**src/rtl/xillybus_seekable_mem.sv**
```systemverilog
// Seekable RAM endpoint for one Xillybus device file: independent read/write
// pointers, 1-cycle read latency, and either stop-at-end (EOF/full) or wrap-around.
module xillybus_seekable_mem #(
   parameter int unsigned DATA_W = 8,
   parameter int unsigned ADDR_W = 5,
   parameter bit          WRAP   = 1'b0
) (
   input  logic              bus_clk,
   input  logic              bus_rst_n,
   input  logic              user_w_wren,
   input  logic [DATA_W-1:0] user_w_data,
   output logic              user_w_full,
   input  logic              user_w_open,
   input  logic              user_r_rden,
   output logic [DATA_W-1:0] user_r_data,
   output logic              user_r_empty,
   output logic              user_r_eof,
   input  logic              user_r_open,
   input  logic [ADDR_W-1:0] user_addr,
   input  logic              user_addr_update
);

   localparam int unsigned DEPTH = 2 ** ADDR_W;
   localparam logic [ADDR_W:0] END_CNT = {1'b1, {ADDR_W{1'b0}}};

   logic [DATA_W-1:0] mem [DEPTH];

   logic [ADDR_W:0]   rd_cnt_q, rd_cnt_d;
   logic [ADDR_W:0]   wr_cnt_q, wr_cnt_d;
   logic [ADDR_W:0]   wr_base;
   logic [ADDR_W-1:0] wr_idx;
   logic [DATA_W-1:0] rd_data_q;
   logic              empty_q, full_q;
   logic              wr_en, rd_en;
   logic              unused_open;

   // The open strobes are informational only.
   assign unused_open = user_w_open ^ user_r_open;

   // A seek clears full on the same edge, so a write riding along with it is accepted.
   assign wr_en   = user_w_wren & (user_addr_update | ~full_q);
   assign rd_en   = user_r_rden & ~empty_q & ~user_addr_update;
   assign wr_base = user_addr_update ? {1'b0, user_addr} : wr_cnt_q;
   assign wr_idx  = wr_base[ADDR_W-1:0];

   always_comb begin
      wr_cnt_d = wr_base;
      if (wr_en) begin
         wr_cnt_d = wr_base + 1'b1;
      end
      rd_cnt_d = user_addr_update ? {1'b0, user_addr} : rd_cnt_q;
      if (rd_en) begin
         rd_cnt_d = rd_cnt_q + 1'b1;
      end
      if (WRAP) begin
         wr_cnt_d[ADDR_W] = 1'b0;
         rd_cnt_d[ADDR_W] = 1'b0;
      end
   end

   // RAM array carries no reset.
   always_ff @(posedge bus_clk) begin
      if (wr_en) begin
         mem[wr_idx] <= user_w_data;
      end
   end

   always_ff @(posedge bus_clk) begin
      if (!bus_rst_n) begin
         rd_cnt_q  <= '0;
         wr_cnt_q  <= '0;
         rd_data_q <= '0;
         empty_q   <= 1'b0;
         full_q    <= 1'b0;
      end else begin
         rd_cnt_q <= rd_cnt_d;
         wr_cnt_q <= wr_cnt_d;
         // Nonblocking read of mem gives read-first behaviour on a same-index write.
         if (rd_en) begin
            rd_data_q <= mem[rd_cnt_q[ADDR_W-1:0]];
         end
         empty_q <= !WRAP && (rd_cnt_d == END_CNT);
         full_q  <= !WRAP && (wr_cnt_d == END_CNT);
      end
   end

   assign user_r_data  = rd_data_q;
   assign user_r_empty = empty_q;
   assign user_r_eof   = empty_q;
   assign user_w_full  = full_q;

endmodule

```
**config.mk**
```make
export PLATFORM = sky130hd
export DESIGN_NAME = xillybus_seekable_mem
export DESIGN_NICKNAME = d
export VERILOG_FILES = /design/src/rtl/xillybus_seekable_mem.sv
export SDC_FILE = /design/constraint.sdc
export NUM_CORES = 1
export LEC_CHECK = 0
export ABC_AREA = 1
export CAP_MARGIN = 30
export CORE_MARGIN = 1.5
export CORE_UTILIZATION = 32
export CTS_BUF_LIST = sky130_fd_sc_hd__clkbuf_2 sky130_fd_sc_hd__clkbuf_4 sky130_fd_sc_hd__clkbuf_8
export DETAILED_ROUTE_END_ITERATION = 16
export DONT_BUFFER_PORTS = 1
export GPL_ROUTABILITY_DRIVEN = 0
export GPL_TIMING_DRIVEN = 0
export PLACE_DENSITY = 0.52
export SLEW_MARGIN = 15
export SYNTH_ARGS = -nofsm -noshare
export SYNTH_HDL_FRONTEND = slang
export SYNTH_SLANG_ARGS = --single-unit
```
**constraint.sdc**
```tcl
create_clock -name bus_clk -period 2.15 [get_ports bus_clk]
set_input_delay 0.43 -clock bus_clk [delete_from_list [all_inputs] [get_ports bus_clk]]
set_output_delay 0.43 -clock bus_clk [all_outputs]
set_load 0.02 [all_outputs]
```
# ---- After elaboration in Yosys (flattened, before gate mapping)
# Memories as Yosys holds them, arrays and structs flattened. A register that Yosys moved wholly into a read port is not among the register bits.
# Index checks and enable logic that the tools add are counted.
dict set report totals {
  inputBits 20
  rom_bits 0
  latch_bits 0
  reg_bits 14
  output_inout_bits 11
  mem_count 1
  ram_bits 256
  wordCells 23
}
# name words width rd rd_clocked_by_memory_dff write_ports line_no
set memory_table {}
lappend memory_table {mem 32 8 1 1 1 26} ;# logic [DATA_W-1:0] mem [DEPTH];
dict set report classes {
  n_mux 6
  n_eq_ne 2
  div 0
  shifts 0
  n_mul 0
  n_addsub 2
  n_reduce_logical 1
  order_cmp 0
  bitwise_logic 7
}
# cell count
set ops {}
lappend ops {{$mux 6} 4}
lappend ops {{$add 6x1->6 const B} 2}
lappend ops {{$eq 6x6->1 const B} 2}
lappend ops {{$and 1x1->1} 3}
lappend ops {{$not 1->1} 3}
lappend ops {{$mux 1} 2}
lappend ops {{$logic_not 1->1} 1}
lappend ops {{$or 1x1->1} 1}

# ---- Longest topological paths before layout
dict set report depth {
  ltp_word 5
  ltp_mapped 11
  ltp_nobuf 10
}

# ---- Worst setup path after synthesis
# Ideal clock, no wire load.
dict set report synth_path {
  path_type {input-to-reg}
  startpoint {in user_addr_update}
  endpoint {mem mem[19][0] (enable)}
  path_slack_ns 0.021
  setup_ns 0.383
  cell_stages 7
  t_required_ns 1.767
  path_buffers 1
  arrival_time_ns 1.746
  path_cell_list {buf_6 -> inv_6 -> nor2_1 -> nor2_1 -> ha_1 -> nand3_1 -> nor3_1}
}
dict set report synth_via {
  elab_chain_cells 4
  word_cells_on_any_way 5
  classes_between {mux: 3; bitwise: 2}
}
# element line_no
set synth_lines {}
lappend synth_lines {{start: declaration} 20} ;# input logic user_addr_update
lappend synth_lines {{$or 1x1->1} 41} ;# assign wr_en = user_w_wren & (user_addr_update | ~full_q);
lappend synth_lines {{$and 1x1->1} 41}
lappend synth_lines {{$mux 1} 63} ;# if (wr_en) begin
lappend synth_lines {{$mux 1 (not written as such)} 64} ;# mem[wr_idx] <= user_w_data;
lappend synth_lines {{end: declaration} 26}
# Several ways; a longest one is shown, not always the timed one.

# ---- Final worst setup path
dict set report layout_path {
  startpoint {reg wr_cnt_q[1]}
  endpoint {mem mem[17][1] (enable)}
}
dict set report layout_via {
  elab_chain_cells 1
}
# element line_no
set layout_lines {}
lappend layout_lines {{start: declaration} 29} ;# logic [ADDR_W:0] wr_cnt_q, wr_cnt_d;
lappend layout_lines {{start signal: assignment} 77} ;# wr_cnt_q <= wr_cnt_d;
lappend layout_lines {{$mux 6} 43} ;# assign wr_base = user_addr_update ? {1'b0, user_addr} : wr_cnt_q;
# Every way passes these cells.

==> run_results.csv <==
group,metric,value,unit
route,ant_nets,0,
global_routing,grt_pass1_wl,48.3,mm
logic_synthesis,ys_ff_latch,278,
power,swShare,24.7,%
power,power-per-cell-area,869,mW/mm²
power,power,11700,µW
logic_synthesis,yosysWarnings,0,
global_routing,grt_max_degree,33,
floorplan,die_area,0.0378,mm²
final_layout,final_cells,1664,
final_layout,drive_gt1_share,14.0,%
floorplan,core_area,0.0358,mm²
route,num_vias,7895,
floorplan,start_util,32.7,%
power,max-vdd-ir-drop,0.000409,V
logic_synthesis,synthArstFlopShare,0,%
route,drc_errors,0,
power,p_sw,2890,µW
power,intPower,8800,µW
final_layout,final_util,37.6,%
timing,rsz0062_at_grt,"yes",
route,drt_iter0_drc,603,
logic_synthesis,yosys-top-cells-count,"343 x nand2_1, 256 x edfxtp_1, 163 x nor2_1, 119 x nand3_1, 48 x inv_1",
timing,fin_crit_sh,100,%
logic_synthesis,synthCells,1108,
clock_tree,htree_num_levels,2,
worst_setup_path,crit_fanout,8,
clock_tree,clock-sinks,278,
global_routing,track_usage,17.2,%
timing,slew_headroom,43.8,%
worst_setup_path,cp-start-kind,"flop",
logic_synthesis,syn_nets,1133,
timing,fin_setup_tns,-57.3,ps
route,drt-vias-per-instance,4.74,
logic_synthesis,ys_seq_area_share,69.4,%
worst_setup_path,cp.required,2340,ps
global_routing,antenna_found_initial,0,
clock_tree,cts_tree,"done",
route,detail_route.wirelength,32.4,mm
logic_synthesis,synth_top_cell_by_area,"edfxtp_1",
logic_synthesis,yosys_most_used_dff,"edfxtp_1",
timing,final_max_slew_viol_count,0,
place,dp_cells,1569,
final_layout,num-nets-final,1191,
final_layout,syn2layout_area_growth,14.9,%
logic_synthesis,synth_top_area_share,65.6,%
flow_run,max-cap-violations,0,
floorplan,dieWidth,194,µm
timing,finalSetupViolCount,13,
global_routing,overflow,0,
timing,min_period,2160,ps
clock_tree,cts_buffers,47,
floorplan,num_rows,69,
timing,hold_viol,0,
worst_setup_path,arrival,2350,ps
final_layout,n_antenna_cell,0,
power,combinationalPowerShare,9.1,%
logic_synthesis,synth_area_leaders,"edfxtp_1 66%, nand2_1 11%, nor2_1 5.2%",
clock_tree,clkTransAtPathRegs,60,ps
logic_synthesis,avgSynthCellArea,10.6,µm²
worst_setup_path,crit_type,"flop to flop",
global_routing,grt_pass1_vias,7703,
timing,fmax,463,MHz
power,p_clk_share,39.4,%
logic_synthesis,syn_area,0.0117,mm²
logic_synthesis,synth_most_common_cell,"nand2_1",
status,violations,"negative setup slack",
worst_setup_path,end_kind,"flop",
logic_synthesis,yosysUniqueCellTypes,27,
status,outcome,"complete, but fails checks",
place,numPortBuffers,0,
route,drt_first_pass_iters,5,
floorplan,die_h,194,µm
logic_synthesis,synth_edf_count,256,
clock_tree,clock_path_buffers,3,
clock_tree,clockRootBuffer,"clkbuf_8",
power,p_leak,0.00502,µW
route,wl_per_cell,19.5,µm
timing,clock_skew,19.3,ps
floorplan,pin_count,31,
clock_tree,insertion_delay,560,ps
timing,worstMarginPinSlew,838,ps
hold_path,min_path_type,"input port to flop",
power,power_frac_seq,51.5,%
timing,setup_ws,-7.89,ps
place,place_hpwl,21.6,mm
timing,holdWs,53.9,ps
## cell families (layout without fill, tap and decap cells)
kind of cell	Yosys count	after routing	synth area share [%]
and+or+nand+nor	635	635	21.9
adders and majority gates	5	5	0.534
DFF	278	278	69.4
AOI/OAI and AO/OA	77	77	3.38
buffers and inverters	111	206	4.65
xor gates and xnor gates	2	2	0.150
## cells in the final DEF (no fill, tap or decap), types with 2 or more instances in the layout
cell      count
a21oi_1      27
buf_12        7
buf_2        23
buf_4        12
buf_6         7
clkbuf_1     11
clkbuf_4     26
clkbuf_8     49
clkinv_1     12
dfxtp_1      22
edfxtp_1    256
ha_1          5
inv_1        48
inv_2         5
inv_6         2
nand2_1     342
nand2_2       4
nand3_1     119
nor2_1      138
nor2_2       22
nor2_4        3
nor3_2        4
o211ai_1      2
o21a_1        2
o21ai_0      44
xnor2_1       2
## worst paths after layout
kind,startpoint,end,slack (ps),depth (start not counted)
hold reg to reg,wr_cnt_q[5],wr_cnt_q[5],560,3
setup / recovery,wr_cnt_q[1],mem[17][1],-8,6
setup reg to reg,wr_cnt_q[1],mem[17][1],-8,6
hold / removal,bus_rst_n,rd_cnt_q[5],50,2
## metrics by stage
step	area (µm²)	worst slack, ps
2_1_floorplan	11700	21.1
3_3_place_gp	12300	-692
3_5_place_dp	12300	-588
4_1_cts	13400	-99.7
5_1_grt	13500	-172
6_report	13500	-7.89
## registers in the layout, summed over array words and instances, names as in the netlist
register      flops
user_w_full       1
rd_cnt_q          6
user_r_empty      1
wr_cnt_q          6
mem             256
user_r_data       8
## final cells by class
type                            count  area (µm²)
Inverter                           57         219
Multi-Input combinational cell    719        3130
Buffer                             54         329
Fill cell                        3552       22400
Timing Repair Buffer                9         153
Sequential cell                   278        8130
Clock inverter                     12        55.1
Clock buffer                       74         862
Tap cell                          461         577
## power groups by stage
stage	sequential (µW)	clock, µW	combinational [µW]
2_1_floorplan	6130	0	597
3_3_place_gp	6140	0	913
3_5_place_dp	6140	0	920
4_1_cts	6020	4690	1050
5_1_grt	6030	4920	1160
6_report	6020	4600	1060
## critical path: stages, from the launching register on
cell,delay [ps]
dfxtp_1,290
nor2_1,70
nor2_1,80
inv_1,150
ha_1,170
nand2_1,440
nor2_2,590
## routing by layer
layer | GRT usage [%] | share of wire (%)
met5 | 0 | 0
met1 | 23.7 | 47
met3 | 3.37 | 5.9
met4 | 5.30 | 2.3
met2 | 27.4 | 45
## repair_timing
| item | in CTS | in global routing |
|---|---|---|
| setup buffers | 0 | 0 |
| gates resized for setup | 11 | 21 |
| hold buffers | 8 | 0 |
| setup endpoints to repair | 160 | 195 |
| hold endpoints to repair | 256 | 0 |
Note: power is estimated with default switching activity, not from simulation.
